## src/rtl/tt_pkg.sv

```systemverilog
// Shared types and constants for the truth-table sequencer.
package tt_pkg;

  typedef enum logic [1:0] {
    IDLE,
    DRIVE,
    DONE
  } state_t;

  localparam int unsigned SETTLE_W = 4;

  function automatic int unsigned tt_width(input int unsigned n);
    return 32'd1 << n;
  endfunction

endpackage

```

## src/rtl/tt_settle_timer.sv

```systemverilog
// Settle counter: counts enabled cycles and flags the last one of each
// SETTLE-cycle window, wrapping to zero on that cycle.
module tt_settle_timer
  import tt_pkg::*;
#(
  parameter int unsigned SETTLE = 2
) (
  input  logic clk,
  input  logic rst,
  input  logic clr,
  input  logic en,
  output logic terminal
);

  logic [SETTLE_W-1:0] count;

  assign terminal = (count == SETTLE_W'(SETTLE - 1));

  always_ff @(posedge clk or posedge rst) begin
    if (rst) begin
      count <= '0;
    end else if (clr) begin
      count <= '0;
    end else if (en) begin
      count <= terminal ? '0 : count + 1'b1;
    end
  end

endmodule

```

## src/rtl/truth_table_sequencer.sv

```systemverilog
// Steps a stimulus vector through every combination and captures the
// function output into a truth table. Optional checker: TT_COMPARE_EN.
module truth_table_sequencer
  import tt_pkg::*;
#(
  parameter int unsigned N_IN   = 3,
  parameter int unsigned SETTLE = 2,
  localparam int unsigned W     = tt_width(N_IN)
) (
  input  logic            clk,
  input  logic            rst,
  input  logic            start,
  output logic [N_IN-1:0] dut_in,
  input  logic            dut_out,
  output logic            busy,
  output logic            done,
  output logic [W-1:0]    truth_table
`ifdef TT_COMPARE_EN
  ,
  input  logic [W-1:0]    expected,
  output logic            mismatch,
  output logic [N_IN-1:0] mismatch_idx
`endif
);

  state_t          state, state_next;
  logic [N_IN-1:0] index;
  logic            accept;
  logic            settled;
  logic            sample;
  logic            last;

  // start is only honoured outside a sweep; DONE restarts like IDLE.
  assign accept = start && (state != DRIVE);
  assign sample = (state == DRIVE) && settled;
  assign last   = (index == '1);

  tt_settle_timer #(.SETTLE(SETTLE)) u_timer (
    .clk      (clk),
    .rst      (rst),
    .clr      (accept),
    .en       (state == DRIVE),
    .terminal (settled)
  );

  always_ff @(posedge clk or posedge rst) begin
    if (rst) begin
      state <= IDLE;
    end else begin
      state <= state_next;
    end
  end

  always_comb begin
    state_next = state;
    case (state)
      IDLE, DONE: if (start) state_next = DRIVE;
      DRIVE:      if (sample && last) state_next = DONE;
      default:    state_next = IDLE;
    endcase
  end

  always_ff @(posedge clk or posedge rst) begin
    if (rst) begin
      index       <= '0;
      truth_table <= '0;
    end else if (accept) begin
      index       <= '0;
      truth_table <= '0;
    end else if (sample) begin
      truth_table[index] <= dut_out;
      if (!last) index <= index + 1'b1;
    end
  end

`ifdef TT_COMPARE_EN
  always_ff @(posedge clk or posedge rst) begin
    if (rst) begin
      mismatch     <= 1'b0;
      mismatch_idx <= '0;
    end else if (accept) begin
      mismatch     <= 1'b0;
      mismatch_idx <= '0;
    end else if (sample && !mismatch && (dut_out != expected[index])) begin
      mismatch     <= 1'b1;
      mismatch_idx <= index;
    end
  end
`endif

  assign dut_in = index;
  assign busy   = (state == DRIVE);
  assign done   = (state == DONE);

endmodule

```

## config.mk

```make
export PLATFORM = sky130hd
export DESIGN_NAME = truth_table_sequencer
export DESIGN_NICKNAME = d
export VERILOG_FILES = /design/src/rtl/tt_pkg.sv /design/src/rtl/tt_settle_timer.sv /design/src/rtl/truth_table_sequencer.sv
export SDC_FILE = /design/constraint.sdc
export NUM_CORES = 1
export LEC_CHECK = 0
export ABC_AREA = 1
export BUFFER_PORTS_ARGS = -buffer_cell sky130_fd_sc_hd__buf_2
export CAP_MARGIN = 15
export CORE_MARGIN = 5
export CORE_UTILIZATION = 49
export CTS_CLUSTER_SIZE = 14
export DETAILED_ROUTE_END_ITERATION = 10
export GPL_ROUTABILITY_DRIVEN = 0
export PLACE_DENSITY = 0.73
export SYNTH_ARGS = -nofsm -noshare
export SYNTH_HDL_FRONTEND = slang
export SYNTH_HIERARCHICAL = 1
export SYNTH_SLANG_ARGS = --single-unit
export TNS_END_PERCENT = 50
```

## constraint.sdc

```tcl
create_clock -name clk -period 1.46 [get_ports clk]
set_clock_uncertainty 0.2 [all_clocks]
set_input_delay 0.292 -clock clk [delete_from_list [all_inputs] [get_ports clk]]
set_output_delay 0.292 -clock clk [all_outputs]
set_load 0.005 [all_outputs]
```

==> results of run 1 <==
==> worst min-delay path, delay by kind of cell <==
family,cells,cell delay (ns)
AND/OR/NAND/NOR,2,0.14
buffers and inverters,1,0.11
==> per-stage QoR <==
stage | power [mW] | hold WS [ns] | setup slack [ns]
finish | 2.56 | 0.0844 | -0.0614
global route | 2.80 | 0.107 | -0.140
CTS | 2.38 | 0.0660 | -0.0429
detailed placement | 1.99 | 0.00517 | -0.188
global placement | 1.94 | -0.00581 | -0.152
floorplan | 1.63 | -0.142 | -0.0458
==> cell families (layout without fill, tap and decap cells) <==
| kind of cell | after synthesis | count (layout) |
|---|---|---|
| AND/OR/NAND/NOR | 96 | 97 |
| buffers and inverters | 34 | 63 |
| flip-flops | 17 | 17 |
| AO/OA/AOI/OAI | 7 | 7 |
| adder cells (fa/ha/maj) | 4 | 4 |
==> cell type report <==
type,instances,area [sq um],area share
Clock inverter,1,5.00,0.00354
Timing Repair Buffer,29,196,0.139
Tap cell,28,35.0,0.0248
Sequential cell,17,428,0.303
Timing Repair inverter,1,5.00,0.00354
Clock buffer,3,22.5,0.0159
Multi-Input combinational cell,108,602,0.426
Inverter,29,119,0.0841
==> power breakdown <==
group,internal (mW),leakage [nW],switching [mW]
logic,0.646,0.583,0.878
clock network,0.102,0.0177,0.161
registers,0.649,0.215,0.125
==> metal layers <==
metal	up-vias	wire length, um	GRT usage
li1	537	-	-
met1	494	1070	0.215
met2	27	1350	0.276
met3	6	81	0.0204
met4	0	44	0.0662
met5	-	0	0
==> final timing paths <==
path                             startpoint          endpoint  slack (ns)
max                                state[1]              busy       -0.06
min                                 dut_out    truth_table[7]        0.08
max reg2reg                u_timer/count[1]         dut_in[0]       -0.05
min reg2reg                  truth_table[7]    truth_table[7]        0.33
max in group asynchronous               rst          state[0]        0.27
min in group asynchronous               rst  u_timer/count[2]        0.23
==> state kept, by name (all words and copies together), names as in the netlist <==
name / count
truth_table: 8
u_timer/count: 4
dut_in: 3
state: 2
==> layout by cell type, fill, tap and decap left out <==
| cell type | n |
|---|---|
| dlygate4sd3_1 | 1 |
| buf_4 | 11 |
| nand2_1 | 51 |
| nand2_4 | 2 |
| nand2_8 | 1 |
| nand2_2 | 12 |
| nand3_1 | 9 |
| buf_2 | 14 |
| o21ai_2 | 1 |
| inv_1 | 21 |
| ha_4 | 1 |
| nand3_4 | 3 |
| nor2_2 | 3 |
| clkinv_4 | 1 |
| nor2_1 | 13 |
| buf_6 | 3 |
| dfrtp_2 | 2 |
| dfrtp_1 | 15 |
| o21ai_1 | 3 |
| nand4_1 | 3 |
| inv_2 | 5 |
| o21bai_2 | 1 |
| clkinv_2 | 2 |
| o21ai_0 | 1 |
| inv_4 | 2 |
| clkbuf_4 | 3 |
| o22ai_1 | 1 |
| ha_1 | 3 |
==> repair_timing <==
action / in CTS / in global routing
gates resized for setup: 15 / 16
pin swaps: 3 / 12
endpoints found under the setup margin: 16 / 21
cloned: 1 / 1
buffers inserted: 2 / 2
endpoints found under the hold margin: 17 / 0
hold buffers: 1 / 0
==> impl_metrics.csv, run 1 <==
group,metric,value,unit
drt,wire_per_inst,11.8,um
timing,fmax,0.657,GHz
flow_run,maxCapViolCount,0,
floorplanning,num_rows,17,
floorplanning,io_pins,17,
setup_path,start_kind,"flop",
status,status,"complete, but fails checks",
drt,wirelength,2.55,mm
clock_tree,clk_path_buf_depth,2,
timing,period_minus_slack,1.52,ns
setup_path,cp_max_fo,3,
worst_hold_path,hold_class,"input port to flop",
global_route,grt_usage,0.165,
power,cellLeakagePower,0.816,nW
timing,layout_setup_ws,-0.0614,ns
clock_tree,path_clk_slew,0.11,ns
synth,netlist_area,1090,sq um
setup_path,critical_path.top_delay_family,"flip-flops",
floorplanning,die_width,57.1,um
layout,fin_cells,216,
layout,nets,197,
setup_path,worstPathCellList,"inv_2, nand2_4, inv_4, buf_6",
floorplanning,dieArea,3260,sq um
timing,setup_viol,12,
synth,synth_top_area_frac,0.391,
synth,synth_warnings,6,
synth,synth_edf_count,0,
layout,final_area,1410,sq um
synth,synth_compound_area_frac,0.0425,
setup_path,crit_required,0.97,ns
drt,drc,0,
synth,synth_cells,158,
synth,synthFlopType,"dfrtp_1",
drt,drt-initial-drc-count,20,
synth,synthArstFlopShare,1.00,
drt,viasPerCell,4.93,
floorplanning,coreArea,2170,sq um
synth,synth_area_leaders,"dfrtp_1, nand2_1, inv_1",
layout,fin_util,0.651,
drt,dr.pass1.iters,4,
synth,synthMuxAreaShare,0,
placement,place_inst,205,
synth,synth_top_family_by_area,"simple AND/OR/NAND/NOR gates",
layout,final_layout_size_suffix_gt1_frac,0.356,
timing,maxSlewViolCount,0,
synth,yosysSeqAreaShare,0.391,
synth,synth_most_common_cell,"nand2_1",
setup_path,crit_arrival,1.03,ns
worst_hold_path,hold-path-cell-count,3,
synth,synthTopCellsByCount,"nand2_1, inv_1, dfrtp_1",
global_route,first_global_vias,972,
clock_tree,cts.htree.levels,1,
global_route,grt.overflow.total,0,
drt,via_count,1064,
drt,postRouteAntennaNets,0,
layout,area_delta_synth_final,29.8,%
placement,place_area,1220,sq um
floorplanning,start_util,0.502,
setup_path,end_kind,"primary output",
timing,setup-tns-final,-0.273,ns
clock_tree,clkLatencyLatePin,0.30,ns
timing,tightest_slew,0.556,ns
setup_path,cpPeakStageDelay,0.39,ns
setup_path,worstRegToRegCells,9,
layout,diodes,0,
synth,synth.net_count,166,
timing,slew_headroom,0.629,
placement,port-buffer-count,16,
status,violations,"setup timing",
synth,synth.avg_cell_area,6.89,sq um
power,power.density,1810,nW/um^2
global_route,grt_max_degree,14,
power,peakVddDrop,1.03,mV
clock_tree,root_buffer,"clkbuf_4",
timing,hold_viol_final,0,
setup_path,crit_cells,4,
setup_path,cp_slowest_cell,"dfrtp_1",
placement,hpwl,1.71,mm
floorplanning,die_h,57.1,um
setup_path,crit_buf_inv,3,
synth,synthSimpleGateAreaFrac,0.380,
timing,rsz0062_at_grt,"yes",
clock_tree,tritoncts,"built",
synth,synth-seq-cells,17,
clock_tree,cts_made_buffers,3,
global_route,antenna_found_initial,0,
synth,synth-xor-area-share,0,
timing,min_period_over_period,1.04,
global_route,grt_pass1_wl,4.28,mm
synth,synth_adder_area_share,0.0460,
setup_path,crit_type,"flop to primary output",
synth,synth_cell_types,19,
layout,fill_cells,207,
synth,synth_top_cell_by_area,"dfrtp_1",
clock_tree,cts.sinks,17,
No activity file was read; power rests on OpenSTA's default activity.
==> run 2, diff against run 1 <==
--- a/config.mk
+++ b/config.mk
@@ -8,9 +8,9 @@
 export ABC_AREA = 1
 export BUFFER_PORTS_ARGS = -buffer_cell sky130_fd_sc_hd__buf_2
 export CAP_MARGIN = 15
+export CORE_ASPECT_RATIO = 0.7
 export CORE_MARGIN = 5
 export CORE_UTILIZATION = 49
-export CTS_CLUSTER_SIZE = 14
 export DETAILED_ROUTE_END_ITERATION = 10
 export GPL_ROUTABILITY_DRIVEN = 0
 export PLACE_DENSITY = 0.73
==> constraint.sdc (replaced) <==
create_clock -name clk -period 1.46 [get_ports clk]
set_clock_uncertainty 0.2 [all_clocks]
set_input_delay 0.292 -clock clk [delete_from_list [all_inputs] [get_ports clk]]
set_output_delay 0.292 -clock clk [all_outputs]
set_load 0.05 [all_outputs]
==> run 2 against run 1 <==
  * The run still ends with setup timing left
  * Sequential power rose by 0.9%
  * Count of clock-buffer cells in the layout stayed put
  * Utilization is 11 points higher
  * Total power increased by 32%
  * Via count up 5.2%
  * Sequential share of layout area shrank 3.9 points
  * Worst hold slack got worse by 0.0098 ns
  * Worst setup slack got worse by 0.069 ns
  * Final area increased by 15%
  * Combinational power is 54% higher
  * Critical path type unchanged
==> impl_metrics.csv, run 2 (same netlist as run 1, synthesis figures left out) <==
group,metric,value,unit
status,status,"complete, but fails checks",
status,violations,"setup timing",
setup_path,end_kind,"primary output",
layout,diodes,0,
layout,area_delta_synth_final,49.8,%
setup_path,crit_type,"flop to primary output",
placement,hpwl,1.79,mm
floorplanning,num_rows,14,
drt,wire_per_inst,12.5,um
worst_hold_path,hold_class,"input port to flop",
floorplanning,io_pins,17,
floorplanning,dieArea,3280,sq um
setup_path,crit_buf_inv,2,
drt,via_count,1119,
clock_tree,path_clk_slew,0.11,ns
timing,setup_viol,20,
setup_path,cp_slowest_cell,"dfrtp_2",
setup_path,cp_max_fo,3,
drt,viasPerCell,4.89,
power,power.density,2080,nW/um^2
flow_run,maxCapViolCount,0,
floorplanning,start_util,0.509,
global_route,met2_usage,0.277,
timing,slew_headroom,0.655,
global_route,busiest_layer,"met2",
layout,layout_common_cells,"nand2_1, inv_1, buf_4",
layout,final_layout_size_suffix_gt1_frac,0.437,
drt,postRouteAntennaNets,0,
global_route,grt_usage,0.176,
global_route,antenna_found_initial,0,
layout,top_register,"truth_table",
setup_path,crit_required,0.97,ns
drt,dr.pass1.iters,4,
timing,maxSlewViolCount,0,
timing,min_period_over_period,1.09,
floorplanning,coreArea,2140,sq um
global_route,met1_usage,0.227,
drt,wirelength,2.86,mm
setup_path,cpPeakStageDelay,0.45,ns
clock_tree,tritoncts,"built",
global_route,first_global_vias,1034,
timing,fmax,0.629,GHz
placement,port-buffer-count,16,
global_route,grt_max_degree,14,
timing,layout_setup_ws,-0.130,ns
floorplanning,die_h,49.4,um
clock_tree,root_buffer,"clkbuf_4",
clock_tree,cts.sinks,17,
global_route,use_met3,0.0691,
drt,drc,0,
global_route,grt.overflow.total,0,
clock_tree,clkLatencyLatePin,0.30,ns
setup_path,worstPathCellList,"nand2_4, clkinvlp_4, buf_8",
clock_tree,cts.htree.levels,1,
setup_path,crit_arrival,1.10,ns
clock_tree,cts_made_buffers,3,
setup_path,critical_path.top_delay_family,"flip-flops",
timing,period_minus_slack,1.59,ns
layout,largest_reg_flops,8,
layout,final_common_cell,"nand2_1",
placement,place_ws,-0.139,ns
timing,rsz0062_at_grt,"yes",
floorplanning,die_width,66.3,um
power,peakVddDrop,1.27,mV
power,cellLeakagePower,0.862,nW
drt,drt-initial-drc-count,52,
timing,hold_viol_final,0,
clock_tree,clk_path_buf_depth,2,
global_route,grt_pass1_wl,4.44,mm
setup_path,start_kind,"flop",
timing,tightest_slew,0.516,ns
timing,setup-tns-final,-0.942,ns
layout,nets,206,
## run 2: cell count changes in the layout (fill, tap and decap cells not counted), sizes merged
cell / before / now
inv: 28 / 27
clkinv: 3 / 1
buf: 28 / 34
clkinvlp: 0 / 2
clkbuf: 3 / 8
nand3: 12 / 11
## run 2: per-stage QoR
stage	instances	hold slack (ns)	utilization	cell area [sq um]	total power, mW
2_1_floorplan	158	-0.142	-	1100	2.05
4_1_cts	225	0.0562	0.690	1470	3.10
3_5_place_dp	212	-0.00119	0.596	1270	2.49
3_3_place_gp	212	-0.00603	0.596	1270	2.43
5_1_grt	229	0.0814	0.763	1630	3.63
6_report	229	0.0746	0.763	1630	3.39
## run 2: report_power, final
group	internal (mW)	leakage, nW	switching (mW)	total, mW
sequential	0.653	0.213	0.127	0.780
combinational	0.911	0.636	1.43	2.34
clock	0.105	0.0139	0.165	0.269
total	1.67	0.862	1.72	3.39
## run 2: timing repair
item | CTS | global route
resized for setup | 30 | 38
setup endpoints to repair | 17 | 27
setup buffers | 8 | 5
hold buffers | 1 | 0
cloned | 0 | 0
hold endpoints to repair | 17 | 0
pin swaps | 18 | 10
## run 2: worst min-delay path, cell delays in order
cell and delay, ns:
buf_2 0.12, nand4_1 0.09, nand2_1 0.05
## run 2: layout make-up
class,instances,area (sq um)
inverters,29,121
clock buffers,3,22.5
repair buffers,40,367
multi-input cells,107,642
flip-flops and latches,17,430
well taps,32,40.0
fillers,167,507
clock inverters,1,7.51
## run 2: per-layer routing
layer | up-vias | routed length, um
met5 | - | 0
met3 | 4 | 171
li1 | 550 | -
met2 | 39 | 1400
met1 | 526 | 1270
met4 | 0 | 19
## run 2: path summary, 6_finish.rpt
path	from	endpoint	slack, ns	cells past startpoint
worst max-delay path	state[0]	busy	-0.13	3
worst min-delay path	dut_out	truth_table[7]	0.07	3
worst max register to register	u_timer/count[1]	truth_table[0]	-0.07	10
worst min register to register	truth_table[7]	truth_table[7]	0.29	2
max in group asynchronous	rst	state[0]	0.31	3
min in group asynchronous	rst	u_timer/count[3]	0.22	3
